**src/rtl/scarv_cop_decode_q.sv**
```systemverilog
// scarv_cop_decode_q
//   Decoded-instruction queue for the SCARV ISE coprocessor. Each accepted
//   encoding is decoded once at push time and then stored as the raw word
//   plus every decoded field. mccr_en is sampled at push time as well.
//
//   Optional feature: define SCARV_COP_DECODE_Q_BYPASS_EN to forward a push
//   made into an empty queue (with out_ready high) straight to the outputs
//   in the same cycle. Without the macro, an entry reaches the outputs one
//   cycle after it is pushed.
//
//   ISE encoding layout (fields are extracted from fixed positions; their
//   meaning depends on the class):
//     [6:0]   major opcode, must be 7'b0001011
//     [31:28] class index 0..8 (one-hot on out_class); 9..15 is illegal
//             0 packed-arith, 1 twiddle, 2 load/store, 3 random, 4 move,
//             5 multi-precision, 6 bitwise, 7 permute, 8 scatter/gather
//     [27:24] subclass index (one-hot on out_subclass)
//     [14:12] pack width code: 0..4 = 1/2/4/8/16 elements (32..2-bit);
//             also the halfword index for load/store subclasses 2/3
//     [10:7]  crd (also crs3, the accumulate source); crd1/crd2 = even/odd pair
//     [18:15] crs1, [23:20] crs2, [11:7] rd, [19:15] rs1
//     [23:15] immediate, sign-extended; [21] wb_h, [22] wb_b
//   Move subclass 0 is the CPR-initialise instruction (out_cprs_init).

module scarv_cop_decode_q #(
    parameter int unsigned DEPTH = 4,
    parameter int unsigned CW    = $clog2(DEPTH) + 1
) (
    input  logic          g_clk,
    input  logic          g_reset,
    input  logic          flush,
    input  logic [7:0]    mccr_en,
    input  logic          in_valid,
    output logic          in_ready,
    input  logic [31:0]   in_encoded,
    output logic          out_valid,
    input  logic          out_ready,
    output logic [31:0]   out_encoded,
    output logic          out_exception,
    output logic [8:0]    out_class,
    output logic [15:0]   out_subclass,
    output logic          out_cprs_init,
    output logic [2:0]    out_pw,
    output logic [3:0]    out_crs1,
    output logic [3:0]    out_crs2,
    output logic [3:0]    out_crs3,
    output logic [3:0]    out_crd,
    output logic [3:0]    out_crd1,
    output logic [3:0]    out_crd2,
    output logic [4:0]    out_rd,
    output logic [4:0]    out_rs1,
    output logic [31:0]   out_imm,
    output logic          out_wb_h,
    output logic          out_wb_b,
    output logic [CW-1:0] count
);

    localparam int unsigned AW = $clog2(DEPTH);

    localparam logic [6:0] OPC_ISE      = 7'b0001011;
    localparam logic [3:0] CLS_PACKED   = 4'd0;
    localparam logic [3:0] CLS_LDST     = 4'd2;
    localparam logic [3:0] CLS_RANDOM   = 4'd3;
    localparam logic [3:0] CLS_MOVE     = 4'd4;
    localparam logic [3:0] CLS_MP       = 4'd5;
    localparam logic [3:0] CLS_PERMUTE  = 4'd7;
    localparam logic [3:0] CLS_SCATGATH = 4'd8;
    localparam logic [3:0] SUB_LDST_LH  = 4'd2;
    localparam logic [3:0] SUB_LDST_SH  = 4'd3;
    localparam logic [3:0] SUB_MOVE_INI = 4'd0;

    typedef struct packed {
        logic [31:0] enc;
        logic        exc;
        logic [8:0]  cls;
        logic [15:0] sub;
        logic        cprs_init;
        logic [2:0]  pw;
        logic [3:0]  crs1;
        logic [3:0]  crs2;
        logic [3:0]  crs3;
        logic [3:0]  crd;
        logic [3:0]  crd1;
        logic [3:0]  crd2;
        logic [4:0]  rd;
        logic [4:0]  rs1;
        logic [31:0] imm;
        logic        wb_h;
        logic        wb_b;
    } entry_t;

    // Storage and queue state.
    entry_t        r_mem [DEPTH];
    logic [AW-1:0] r_wptr;
    logic [AW-1:0] r_rptr;
    logic [CW-1:0] r_count;

    // Decode intermediates.
    logic [3:0] w_cls_idx;
    logic [3:0] w_sub_idx;
    logic [2:0] w_pw;
    logic       w_opc_bad;
    logic       w_hidx_bad;
    logic       w_pw_bad;
    logic       w_pw_en;
    logic       w_en_bad;
    entry_t     w_dec;

    // Handshake and head selection.
    logic       w_push;
    logic       w_pop;
    logic       w_wr;
    logic       w_rd;
    logic       w_empty;
    logic       w_bypass;
    entry_t     w_out;

    // Combinational ISE decode of the offered encoding, including feature gating.
    always_comb begin
        w_cls_idx  = in_encoded[31:28];
        w_sub_idx  = in_encoded[27:24];
        w_pw       = in_encoded[14:12];

        w_opc_bad  = (in_encoded[6:0] != OPC_ISE) || (w_cls_idx > CLS_SCATGATH);
        // Halfword loads/stores only address halfword 0 or 1 of a word.
        w_hidx_bad = (w_cls_idx == CLS_LDST) &&
                     ((w_sub_idx == SUB_LDST_LH) || (w_sub_idx == SUB_LDST_SH)) &&
                     (w_pw > 3'd1);
        w_pw_bad   = (w_cls_idx == CLS_PACKED) && (w_pw > 3'd4);

        // Codes 5..7 have no enable bit and are treated as disabled.
        w_pw_en = 1'b0;
        case (w_pw)
            3'd0:    w_pw_en = mccr_en[3];
            3'd1:    w_pw_en = mccr_en[4];
            3'd2:    w_pw_en = mccr_en[5];
            3'd3:    w_pw_en = mccr_en[6];
            3'd4:    w_pw_en = mccr_en[7];
            default: w_pw_en = 1'b0;
        endcase

        w_en_bad = ((w_cls_idx == CLS_RANDOM)   && !mccr_en[0]) ||
                   ((w_cls_idx == CLS_MP)       && !mccr_en[1]) ||
                   ((w_cls_idx == CLS_SCATGATH) && !mccr_en[2]) ||
                   (((w_cls_idx == CLS_PACKED) || (w_cls_idx == CLS_PERMUTE)) && !w_pw_en);

        w_dec           = '0;
        w_dec.enc       = in_encoded;
        w_dec.exc       = w_opc_bad || w_hidx_bad || w_pw_bad || w_en_bad;
        w_dec.cls       = 9'(1) << w_cls_idx;
        w_dec.sub       = 16'(1) << w_sub_idx;
        w_dec.cprs_init = (w_cls_idx == CLS_MOVE) && (w_sub_idx == SUB_MOVE_INI);
        w_dec.pw        = w_pw;
        w_dec.crs1      = in_encoded[18:15];
        w_dec.crs2      = in_encoded[23:20];
        w_dec.crs3      = in_encoded[10:7];
        w_dec.crd       = in_encoded[10:7];
        w_dec.crd1      = {in_encoded[10:8], 1'b0};
        w_dec.crd2      = {in_encoded[10:8], 1'b1};
        w_dec.rd        = in_encoded[11:7];
        w_dec.rs1       = in_encoded[19:15];
        w_dec.imm       = {{23{in_encoded[23]}}, in_encoded[23:15]};
        w_dec.wb_h      = in_encoded[21];
        w_dec.wb_b      = in_encoded[22];

        // A trapping entry must not look like any executable class downstream.
        if (w_dec.exc) begin
            w_dec.cls       = '0;
            w_dec.sub       = '0;
            w_dec.cprs_init = 1'b0;
        end
    end

    // Handshake: in_ready depends only on stored occupancy, never on a same-cycle pop.
    always_comb begin
        w_empty  = (r_count == '0);
        in_ready = (r_count != CW'(DEPTH));
        w_push   = in_valid && in_ready && !flush;
`ifdef SCARV_COP_DECODE_Q_BYPASS_EN
        w_bypass = w_push && w_empty && out_ready;
`else
        w_bypass = 1'b0;
`endif
        out_valid = !w_empty || w_bypass;
        w_pop     = out_valid && out_ready && !flush;
        // A bypassed entry is pushed and popped in one cycle without touching storage.
        w_wr      = w_push && !w_bypass;
        w_rd      = w_pop && !w_bypass;
    end

    // Head selection: stored head, bypassed decode, or all-zero when nothing is valid.
    always_comb begin
        w_out = '0;
        if (!w_empty) begin
            w_out = r_mem[r_rptr];
        end else if (w_bypass) begin
            w_out = w_dec;
        end
    end

    // Entry storage; contents are only observable through a valid head, so no reset.
    always_ff @(posedge g_clk) begin
        if (w_wr) begin
            r_mem[r_wptr] <= w_dec;
        end
    end

    // Pointers and occupancy; flush and reset both empty the queue.
    always_ff @(posedge g_clk or posedge g_reset) begin
        if (g_reset) begin
            r_wptr  <= '0;
            r_rptr  <= '0;
            r_count <= '0;
        end else if (flush) begin
            r_wptr  <= '0;
            r_rptr  <= '0;
            r_count <= '0;
        end else begin
            if (w_wr) begin
                r_wptr <= r_wptr + 1'b1;
            end
            if (w_rd) begin
                r_rptr <= r_rptr + 1'b1;
            end
            case ({w_wr, w_rd})
                2'b10:   r_count <= r_count + 1'b1;
                2'b01:   r_count <= r_count - 1'b1;
                default: r_count <= r_count;
            endcase
        end
    end

    assign count         = r_count;
    assign out_encoded   = w_out.enc;
    assign out_exception = w_out.exc;
    assign out_class     = w_out.cls;
    assign out_subclass  = w_out.sub;
    assign out_cprs_init = w_out.cprs_init;
    assign out_pw        = w_out.pw;
    assign out_crs1      = w_out.crs1;
    assign out_crs2      = w_out.crs2;
    assign out_crs3      = w_out.crs3;
    assign out_crd       = w_out.crd;
    assign out_crd1      = w_out.crd1;
    assign out_crd2      = w_out.crd2;
    assign out_rd        = w_out.rd;
    assign out_rs1       = w_out.rs1;
    assign out_imm       = w_out.imm;
    assign out_wb_h      = w_out.wb_h;
    assign out_wb_b      = w_out.wb_b;

endmodule

```
**config.mk**
```make
export PLATFORM = sky130hd
export DESIGN_NAME = scarv_cop_decode_q
export DESIGN_NICKNAME = d
export VERILOG_FILES = /design/src/rtl/scarv_cop_decode_q.sv
export SDC_FILE = /design/constraint.sdc
export NUM_CORES = 1
export LEC_CHECK = 0
export ABC_CLOCK_PERIOD_IN_PS = 3250
export BUFFER_PORTS_ARGS = -buffer_cell sky130_fd_sc_hd__buf_4
export CAP_MARGIN = 20
export CORE_MARGIN = 5
export CORE_UTILIZATION = 35
export DETAILED_ROUTE_END_ITERATION = 8
export GPL_TIMING_DRIVEN = 0
export HOLD_SLACK_MARGIN = 0.02
export PLACE_DENSITY = 0.62
export SYNTH_ARGS = -nofsm -noshare
export SYNTH_HDL_FRONTEND = slang
export SYNTH_SLANG_ARGS = --single-unit
```
**constraint.sdc**
```tcl
create_clock -name g_clk -period 3.25 [get_ports g_clk]
set_clock_uncertainty 0.1 [all_clocks]
set_input_delay 0.65 -clock g_clk [delete_from_list [all_inputs] [get_ports g_clk]]
set_output_delay 0.65 -clock g_clk [all_outputs]
set_load 0.005 [all_outputs]
```
After elaboration in Yosys (flattened, before gate mapping)
Memory sizes are Yosys's and may differ from the RTL's.
Index checks and enable logic that the tools add are counted.
- $add $sub $neg: 4
- magnitude comparators: 3
- equality and inequality tests: 16
- shift operators: 2
- mux-type cells: 11
- reductions and logical operators: 34
- operators by type and width (operator ; count):
    130-bit 2-to-1 mux ; 1
    26-bit 2-to-1 mux ; 1
    4-bit by 2-bit == test with 1-bit output (second input constant) ; 4
    1-bit by 4-bit left shift with 16-bit output (first input constant) ; 1
    4-bit by 3-bit == test with 1-bit output (second input constant) ; 3
    1-bit logical AND ; 12
    1-bit logical OR ; 9
    1-bit by 4-bit left shift with 9-bit output (first input constant) ; 1
    4-bit zero test ; 2
    2-bit 2-to-1 mux ; 4
    7-bit by 4-bit inequality test with 1-bit output (second input constant) ; 1
    3-bit by 2-bit == test with 1-bit output (second input constant) ; 2
    1-bit zero test ; 6
    3-bit zero test ; 2
    3-bit case mux with 2 select lines ; 1
    1-bit case mux with 5 select lines ; 1
    2-bit by 1-bit adder with 2-bit output (second input constant) ; 2
    4-bit == test (second input constant) ; 1
    4-bit greater-than comparator (second input constant) ; 1
    2-bit nonzero test ; 2
    3-bit by 1-bit adder with 3-bit output (second input constant) ; 1
    3-bit by 1-bit == test with 1-bit output (second input constant) ; 1
    3-bit == test (second input constant) ; 1
    3-bit by 1-bit greater-than comparator with 1-bit output (second input constant) ; 1
    8 further kinds ; 9
- bits in registers: 7
- RAM bits: 512
- bits of input ports: 45
- output and inout port bits: 135
- logic and storage cells: 74
- memories kept: 1
- memories (name ; words ; width ; read ports ; clocked after Yosys merged registers in ; write ports ; line ; RTL):
    r_mem ; 4 ; 128 ; 1 ; 0 ; 1 ; 93 ; entry_t r_mem [DEPTH];

Longest topological paths before layout
Gate-level depths: netlist of the first run.
- word-level depth: 8
- depth in mapped cells: 8
- depth with buffers taken out: 7

Worst setup path after synthesis of the first run
OpenSTA, ideal clock, no wires.
- path type: input -> register
- start: in flush
- end: mem r_mem[0][100] (netlist name) (enable)
- library setup time: 423 ps
- arrival: 2414 ps
- data required time: 2727 ps
- slack: 313 ps
- stages on the path: 3
- buffers on the path: 1
- cells stage by stage: clkbuf_1 nor2_1 and2_1
- cells in the longest elaborated chain, start to end: 4
- RTL lines (item ; line ; RTL):
    start: declaration ; 31 ; input logic flush,
    1-bit zero test ; 178 ; w_push = in_valid && in_ready && !flush;
    1-bit logical AND ; 178 ;
    1-bit 2-to-1 mux ; 203 ; if (w_wr) begin
    1-bit 2-to-1 mux (implied by the code) ; 204 ; r_mem[r_wptr] <= w_dec;
    end: declaration ; 93 ;
No other way between the ends.

Final worst setup path of the first run
- start: reg r_rptr[0]
- end: out out_encoded[22]
- cells in the longest elaborated chain, start to end: 2
- RTL lines (item ; line ; RTL):
    start: declaration ; 95 ; logic [AW-1:0] r_rptr;
    start signal: assignment ; 223 ; r_rptr <= r_rptr + 1'b1;
    memory 4 x 128 bit ; n/a ;
    130-bit 2-to-1 mux ; 194 ; if (!w_empty) begin
    end: declaration ; 38 ; output logic [31:0] out_encoded,
No other way between the ends.

==> results of run 1 <==
-- synthesized netlist by cell type (2+ instances only) --
master / n / area, um^2
inv_1: 3 / 11.26
nor3b_1: 3 / 22.52
nand3_1: 3 / 15.01
mux4_2: 59 / 1329
buf_2: 8 / 40.04
xor2_1: 2 / 17.52
or2_2: 2 / 12.51
and2_1: 63 / 394.1
mux2i_1: 3 / 30.03
nand2_1: 8 / 30.03
or3_1: 4 / 25.02
buf_4: 71 / 533.0
or2_1: 2 / 12.51
buf_6: 3 / 33.78
nor2_1: 10 / 37.54
o211ai_1: 2 / 15.01
nor4_2: 12 / 150.1
nor3_1: 9 / 45.04
edfxtp_1: 236 / 7087
nand3b_1: 2 / 15.01
or2b_1: 2 / 15.01
clkbuf_1: 16 / 60.06
nand2b_1: 6 / 37.54
ha_1: 4 / 50.05
xnor2_1: 2 / 17.52
nor4_1: 8 / 50.05
dfrtp_1: 7 / 175.2
-- per-stage QoR --
stage                     utilization, %  worst slack, ns  hold slack (ns)
after floorplan                        -           0.3131           0.3534
after global placement             41.52           -1.122           0.4726
after detailed placement           41.90          -0.4328           0.4769
after CTS                          44.90          0.01263           0.2164
after global routing               44.91         0.008554           0.2149
final                              44.91           0.1748           0.2385
-- worst min-delay path by stage --
stage              startpoint            end  cells after the start
2_1_floorplan         g_reset       count[0]                      1
3_3_place_gp        r_wptr[1]      r_wptr[1]                      2
3_5_place_dp        r_wptr[1]      r_wptr[1]                      2
4_1_cts        in_encoded[22]  r_mem[1][118]                      1
5_1_grt        in_encoded[20]  r_mem[0][116]                      1
6_report       in_encoded[16]  r_mem[0][112]                      1
-- registers in the layout, summed over array words and instances (netlist names) --
register / cells
r_rptr: 2
r_wptr: 2
count: 3
r_mem: 236
-- cells by family (layout without fill, tap and decap cells) --
kind of cell / after synthesis / after routing
simple gates: 142 / 142
buf+inv: 101 / 326
compound gates: 8 / 8
mux: 63 / 63
fa+ha+maj: 5 / 5
other cells: 1 / 1
flops: 243 / 243
xor+xnor: 4 / 4
-- power by group through the flow --
stage | clock network (mW) | logic [mW] | registers (mW)
5_1_grt | 3.20 | 4.05 | 3.69
3_3_place_gp | 0 | 3.76 | 3.73
3_5_place_dp | 0 | 3.80 | 3.72
6_report | 2.96 | 3.69 | 3.67
2_1_floorplan | 0 | 2.01 | 3.71
4_1_cts | 3.05 | 3.80 | 3.68
-- worst reg2reg max path, delay by kind of cell, from the launching register on --
family	cells	cell delay [ns]
compound gates	2	0.30
flops	1	0.47
simple gates	4	1.48
fa+ha+maj	1	0.44
-- layout make-up --
cell class	count	area share, %
Sequential cell	243	54.86
Clock buffer	30	5.188
Buffer	95	5.075
Clock inverter	15	1.342
Tap cell	390	3.686
Multi-Input combinational cell	223	18.82
Timing Repair Buffer	183	10.94
Inverter	3	0.08505
-- layer usage --
layer | global-route usage [%] | share of wire [%]
met3 | 2.432 | 8.0
met1 | 18.69 | 42
met2 | 22.64 | 49
met5 | 0 | 0
met4 | 2.432 | 0.92
-- repair_timing --
action | in CTS | in global routing
setup endpoints to repair | 130 | 28
hold buffers | 1 | 0
resized for setup | 11 | 4
buffers inserted | 0 | 0
hold endpoints to repair | 7 | 0
==> metrics.md, run 1 <==
| Metric | Value |
|---|---|
| Vias in the first global route | `~5,700` |
| #FFs+latches synth | `243` |
| Number of placed I/O pins | `between 150 and 200` |
| Biggest cell delay along the critical path | `between 0.5 and 0.6 ns` |
| Post-Syn Nets | `617` |
| Clk pwr share | `28.7%` |
| Post-synthesis adder-cell area fraction | `less than 1%` |
| Worst Path Arrival | `between 2 and 2.5 ns` |
| Fill cells | `around 2,600` |
| NetSw | `between 2 and 3 mW` |
| Port Buffers | `approximately 180` |
| Overflow after GRT | `0` |
| Routability Congestion | `0.7376` |
| Sw Ratio | `roughly a quarter` |
| Vias per cell | `approximately 4.7` |
| XOR/XNOR Fraction of Synth Area | `less than 1%` |
| Hold Vio Cnt, Final | `0` |
| Synth warn | `0` |
| Area added between synthesis and finish | `27.13%` |
| Clock Latency Late Sink | `around 0.50 ns` |
| Final wirelength | `between 20 and 25 mm` |
| Post-Syn Instances | `~570` |
| ANT nets after route | `0` |
| Drt wl/cell | `between 15 and 20 um` |
| Final instance count without filler cells | `around 1,200` |
| CP max-delay cell | `mux4_2` |
| First-pass GRT wire length | `34.72 mm` |
| Num rows | `63` |
| Crit path max-delay family | `buffers and inverters` |
| Reg2Reg Depth | `7` |
| Final worst path period share | `a little over nine tenths` |
| Sequential Power Share | `approximately 36%` |
| FF/Latch Area | `about 7300 um^2` |
| CTS tree | `yes` |
| Starting density of the core | `approximately a third` |
| Final instance area | `13,240 um^2` |
| Max H-tree Level | `1` |
| Measured slew at the worst slew-check pin | `0.7522 ns` |
| Top cell by count, worst path | `buf_4` |
| CP Class | `flop to primary output` |
| Combinational share of power | `about 36%` |
| CTS Buf Count | `26` |
| Worst path depth | `5` |
| Die Width | `approximately 180 um` |
| NumNets Final | `825` |
| Leakage | `4.696 nW` |
| WP data required | `2.50 ns` |
| Relative slew slack | `just under 50%` |
| Syn Std Cell Area | `between 10,000 and 15,000 um^2` |
| Largest net degree at the start of global routing | `between 40 and 50` |
| DRC violations left | `0` |
| Cell internal pwr | `7.647 mW` |
| # diodes | `0` |
| DP Cell Count | `around 1,100` |
| Die height | `between 150 and 200 um` |
| First-pass DRT Iterations | `4` |
| Clock Sink Count | `between 200 and 250` |
| Setup crit end kind | `primary output` |
| Drt initial violations | `~450` |
| R2r setup slk | `0.38 ns` |
| Most frequent cells in the layout | `buf_4, edfxtp_1, mux4_2` |
| Multi-input gate area | `between 2000 and 2500 um^2` |
| Setup_tns | `0 ns` |
| FF-to-FF Start | `count[0]` |
| Post-DP HPWL | `14.98 mm` |
| DP Area | `~12,000 um^2` |
| Fin crit period | `3.075 ns` |
| Worst-path clk slew | `approximately 0.06 ns` |
| Min-Delay Path Class | `input port to flop` |
| Crit path to | `out_encoded[22]` |
| Final Slew Violations | `0` |
| Seq/Total Area, Yosys | `69.73%` |
| Outcome | `complete, no violations` |
| CP startpoint | `r_rptr[0]` |
| Die area | `roughly 33,000 um^2` |
| Mean Syn Cell Area | `roughly 18 um^2` |
| Commonest non-fill, non-tap cell in the layout | `buf_4` |
| RSZ-0062 raised after global routing | `no` |
| Power Total | `10.33 mW` |
| Post-Synth Simple-Gate Area | `9.034%` |
| Overall routing resource usage | `13.48%` |
| Post-synth ARST share | `between 2 and 3%` |
| Fraction of layout cells with a size suffix above 1 | `just under 50%` |
| Max-Cap Viols | `0` |
| Clk root buf | `clkbuf_16` |
| Unique masters post-synth | `44` |
| Crit path launch type | `flop` |
| EDFF count, synth | `236` |
| RR Endpoint | `count[2]` |
| FMAX | `0.3252 GHz` |
| Critical path cell sequence | `clkbuf_4, mux4_2, and2_1, buf_4, buf_4` |
| Worst VDD drop | `between 0.0003 and 0.0004 V` |
| Initial antenna violation count | `0` |
| CP Buf/Inv Count | `3` |
| Vias after detailed routing | `between 5,000 and 6,000` |
| Core Footprint | `roughly 29,000 um^2` |
| Dominant synthesized flop cell | `edfxtp_1` |
| CTS Buffer Depth | `3` |
| Mux cell area share after synthesis | `13.15%` |
| Final setup vio count | `0` |
| Crit-path max FO | `10` |
| Compound-cell area share of the yosys netlist | `less than 1%` |
| Pwr per Cell Area | `around 800 nW/um^2` |
| Largest family of logic cells by synthesized area | `multiplexers` |
Note: power is estimated with default switching activity, not from simulation.
==> run 2, diff against run 1 <==
- BUFFER_PORTS_ARGS: -buffer_cell sky130_fd_sc_hd__buf_4 -> unset
- DONT_BUFFER_PORTS: unset -> 1
- PLACE_DENSITY: 0.62 -> 0.57
==> metrics.md, run 2 (synthesis gave the netlist of run 1 again) <==
| Metric | Value |
|---|---|
| Most frequent cells in the layout | `edfxtp_1, buf_4, mux4_2 (was buf_4, edfxtp_1, mux4_2)` |
| NumNets Final | `649 (was 825)` |
| Clock Latency Late Sink | `0.52 ns (was 0.50 ns)` |
| Fin crit period | `3.081 ns (was 3.075 ns)` |
| Overall routing resource usage | `13.25% (was 13.48%)` |
| Outcome | `complete, no violations (unchanged)` |
| Vias per cell | `5.027 (was 4.663)` |
| Post-CTS setup buffer count | `0 (unchanged)` |
| Overflow after GRT | `0 (unchanged)` |
| Drt wl/cell | `22.61 um (was 19.21 um)` |
| Most flop-heavy register | `r_mem (unchanged)` |
| Drt initial violations | `261 (was 449)` |
| WHS | `0.1194 ns (was 0.2385 ns)` |
| RR Endpoint | `count[2] (unchanged)` |
| Power Total | `8.971 mW (was 10.33 mW)` |
| Initial antenna violation count | `1 (was 0)` |
| Clock Sink Count | `243 (unchanged)` |
| Worst VDD drop | `0.0004245 V (was 0.0003562 V)` |
| Final worst path period share | `94.79% (was 94.62%)` |
| Hold Vio Cnt, Final | `0 (unchanged)` |
| Vias after detailed routing | `5,042 (was 5,512)` |
| CTS tree | `yes (unchanged)` |
| Routability Congestion | `0.7505 (was 0.7376)` |
| Largest net degree at the start of global routing | `32 (was 48)` |
| CP startpoint | `r_rptr[1] (was r_rptr[0])` |
| Area added between synthesis and finish | `13.42% (was 27.13%)` |
| Fill cells | `2,682 (was 2,589)` |
| Setup crit end kind | `primary output (unchanged)` |
| Vias in the first global route | `5,417 (was 5,744)` |
| DP Cell Count | `961 (was 1,139)` |
| Max H-tree Level | `1 (unchanged)` |
| Core Footprint | `29,480 um^2 (unchanged)` |
| Num rows | `63 (unchanged)` |
| Starting density of the core | `35.33% (unchanged)` |
| Final Slew Violations | `0 (unchanged)` |
| Die Width | `182.5 um (unchanged)` |
| ANT nets after route | `0 (unchanged)` |
| Worst Path Arrival | `2.33 ns (about the same)` |
| Pwr per Cell Area | `759.5 nW/um^2 (was 780.1 nW/um^2)` |
| # diodes | `0 (unchanged)` |
| Fraction of layout cells with a size suffix above 1 | `33.61% (was 49.24%)` |
| Worst-path clk slew | `0.06 ns (about the same)` |
| R2r setup slk | `0.25 ns (was 0.38 ns)` |
| Max-Cap Viols | `0 (unchanged)` |
| Commonest non-fill, non-tap cell in the layout | `edfxtp_1 (was buf_4)` |
| Crit path launch type | `flop (unchanged)` |
| Reg2Reg Depth | `7 (unchanged)` |
| DRC violations left | `0 (unchanged)` |
| CTS Buffer Depth | `3 (unchanged)` |
| Post-DP HPWL | `15.03 mm (was 14.98 mm)` |
| Clk root buf | `clkbuf_16 (unchanged)` |
| First-pass DRT Iterations | `4 (unchanged)` |
| Leakage | `3.739 nW (was 4.696 nW)` |
| Min-Delay Path Class | `input port to flop (unchanged)` |
| Crit-path max FO | `10 (unchanged)` |
| CTS Buf Count | `27 (was 26)` |
| Measured slew at the worst slew-check pin | `0.7728 ns (was 0.7522 ns)` |
| WP data required | `2.50 ns (about the same)` |
| Final setup vio count | `0 (unchanged)` |
| Die height | `182.5 um (unchanged)` |
| Die area | `33,310 um^2 (unchanged)` |
| Relative slew slack | `48.01% (was 49.39%)` |
| Port Buffers | `0 (was 178)` |
| Number of placed I/O pins | `180 (unchanged)` |
| Crit path to | `out_exception (was out_encoded[22])` |
| FF-to-FF Start | `count[0] (unchanged)` |
| Final wirelength | `22.68 mm (was 22.71 mm)` |
| Final instance count without filler cells | `1,003 (was 1,182)` |
| First-pass GRT wire length | `33.58 mm (was 34.72 mm)` |
| CP Class | `flop to primary output (unchanged)` |
| FMAX | `0.3246 GHz (was 0.3252 GHz)` |
| Max FFs per register | `236 (unchanged)` |
run 2: worst max-delay path, cell delays in order, from the launching register on:
cell	delay, ns
dfrtp_1	0.33
clkbuf_1	0.33
clkbuf_1	0.54
mux4_2	0.39
and2_1	0.22
run 2: worst min path at each step:
stage	from	to	depth (start not counted)
after floorplan	g_reset	count[0]	1
after global placement	g_reset	count[2]	1
final	in_encoded[17]	r_mem[1][113]	0
after detailed placement	g_reset	count[2]	1
after global routing	in_encoded[17]	r_mem[1][113]	0
after CTS	in_encoded[3]	r_mem[2][99]	0
run 2: metrics by stage:
step | util (%) | cell area, um^2 | worst slack, ns | setup TNS (ns)
finish | 40.07 | 11810 | 0.1693 | 0
global route | 40.07 | 11810 | -0.0006750 | -0.0006750
CTS | 40.04 | 11810 | -0.03706 | -0.6541
detailed placement | 37.29 | 10990 | -0.3065 | -8.265
global placement | 36.98 | 10900 | -0.9241 | -221.90
floorplan | - | 10420 | 0.3131 | 0
run 2: final cells by class:
type / instances / area [um^2] / share of cell area, %
flip-flops and latches: 243 / 7262 / 61.48
multi-input cells: 223 / 2492 / 21.10
clock buffers: 36 / 709.4 / 6.006
plain buffers: 96 / 673.1 / 5.699
well taps: 390 / 488.0 / 4.131
repair buffers: 5 / 90.09 / 0.7626
clock inverters: 7 / 86.33 / 0.7309
inverters: 3 / 11.26 / 0.09533
run 2: where the power goes:
part           internal [mW]  switching [mW]
sequential              3.60          0.0760
clock                   1.67            1.12
combinational           1.26            1.25
total                   6.53            2.44
run 2: timing repair:
item,CTS,global route
cloned,0,0
hold buffers,1,0
endpoints found under the setup margin,118,74
resized for setup,7,9
hold endpoints to repair,7,0
run 2: layer usage:
layer  share of wire [%]  GRT usage [%]  up-vias
li1                    -              -     2191
met1                  40          16.67     2627
met2                  50          22.74      183
met3                 8.2          3.767       39
met4                 2.0          3.182        2
met5               0.057              0        -
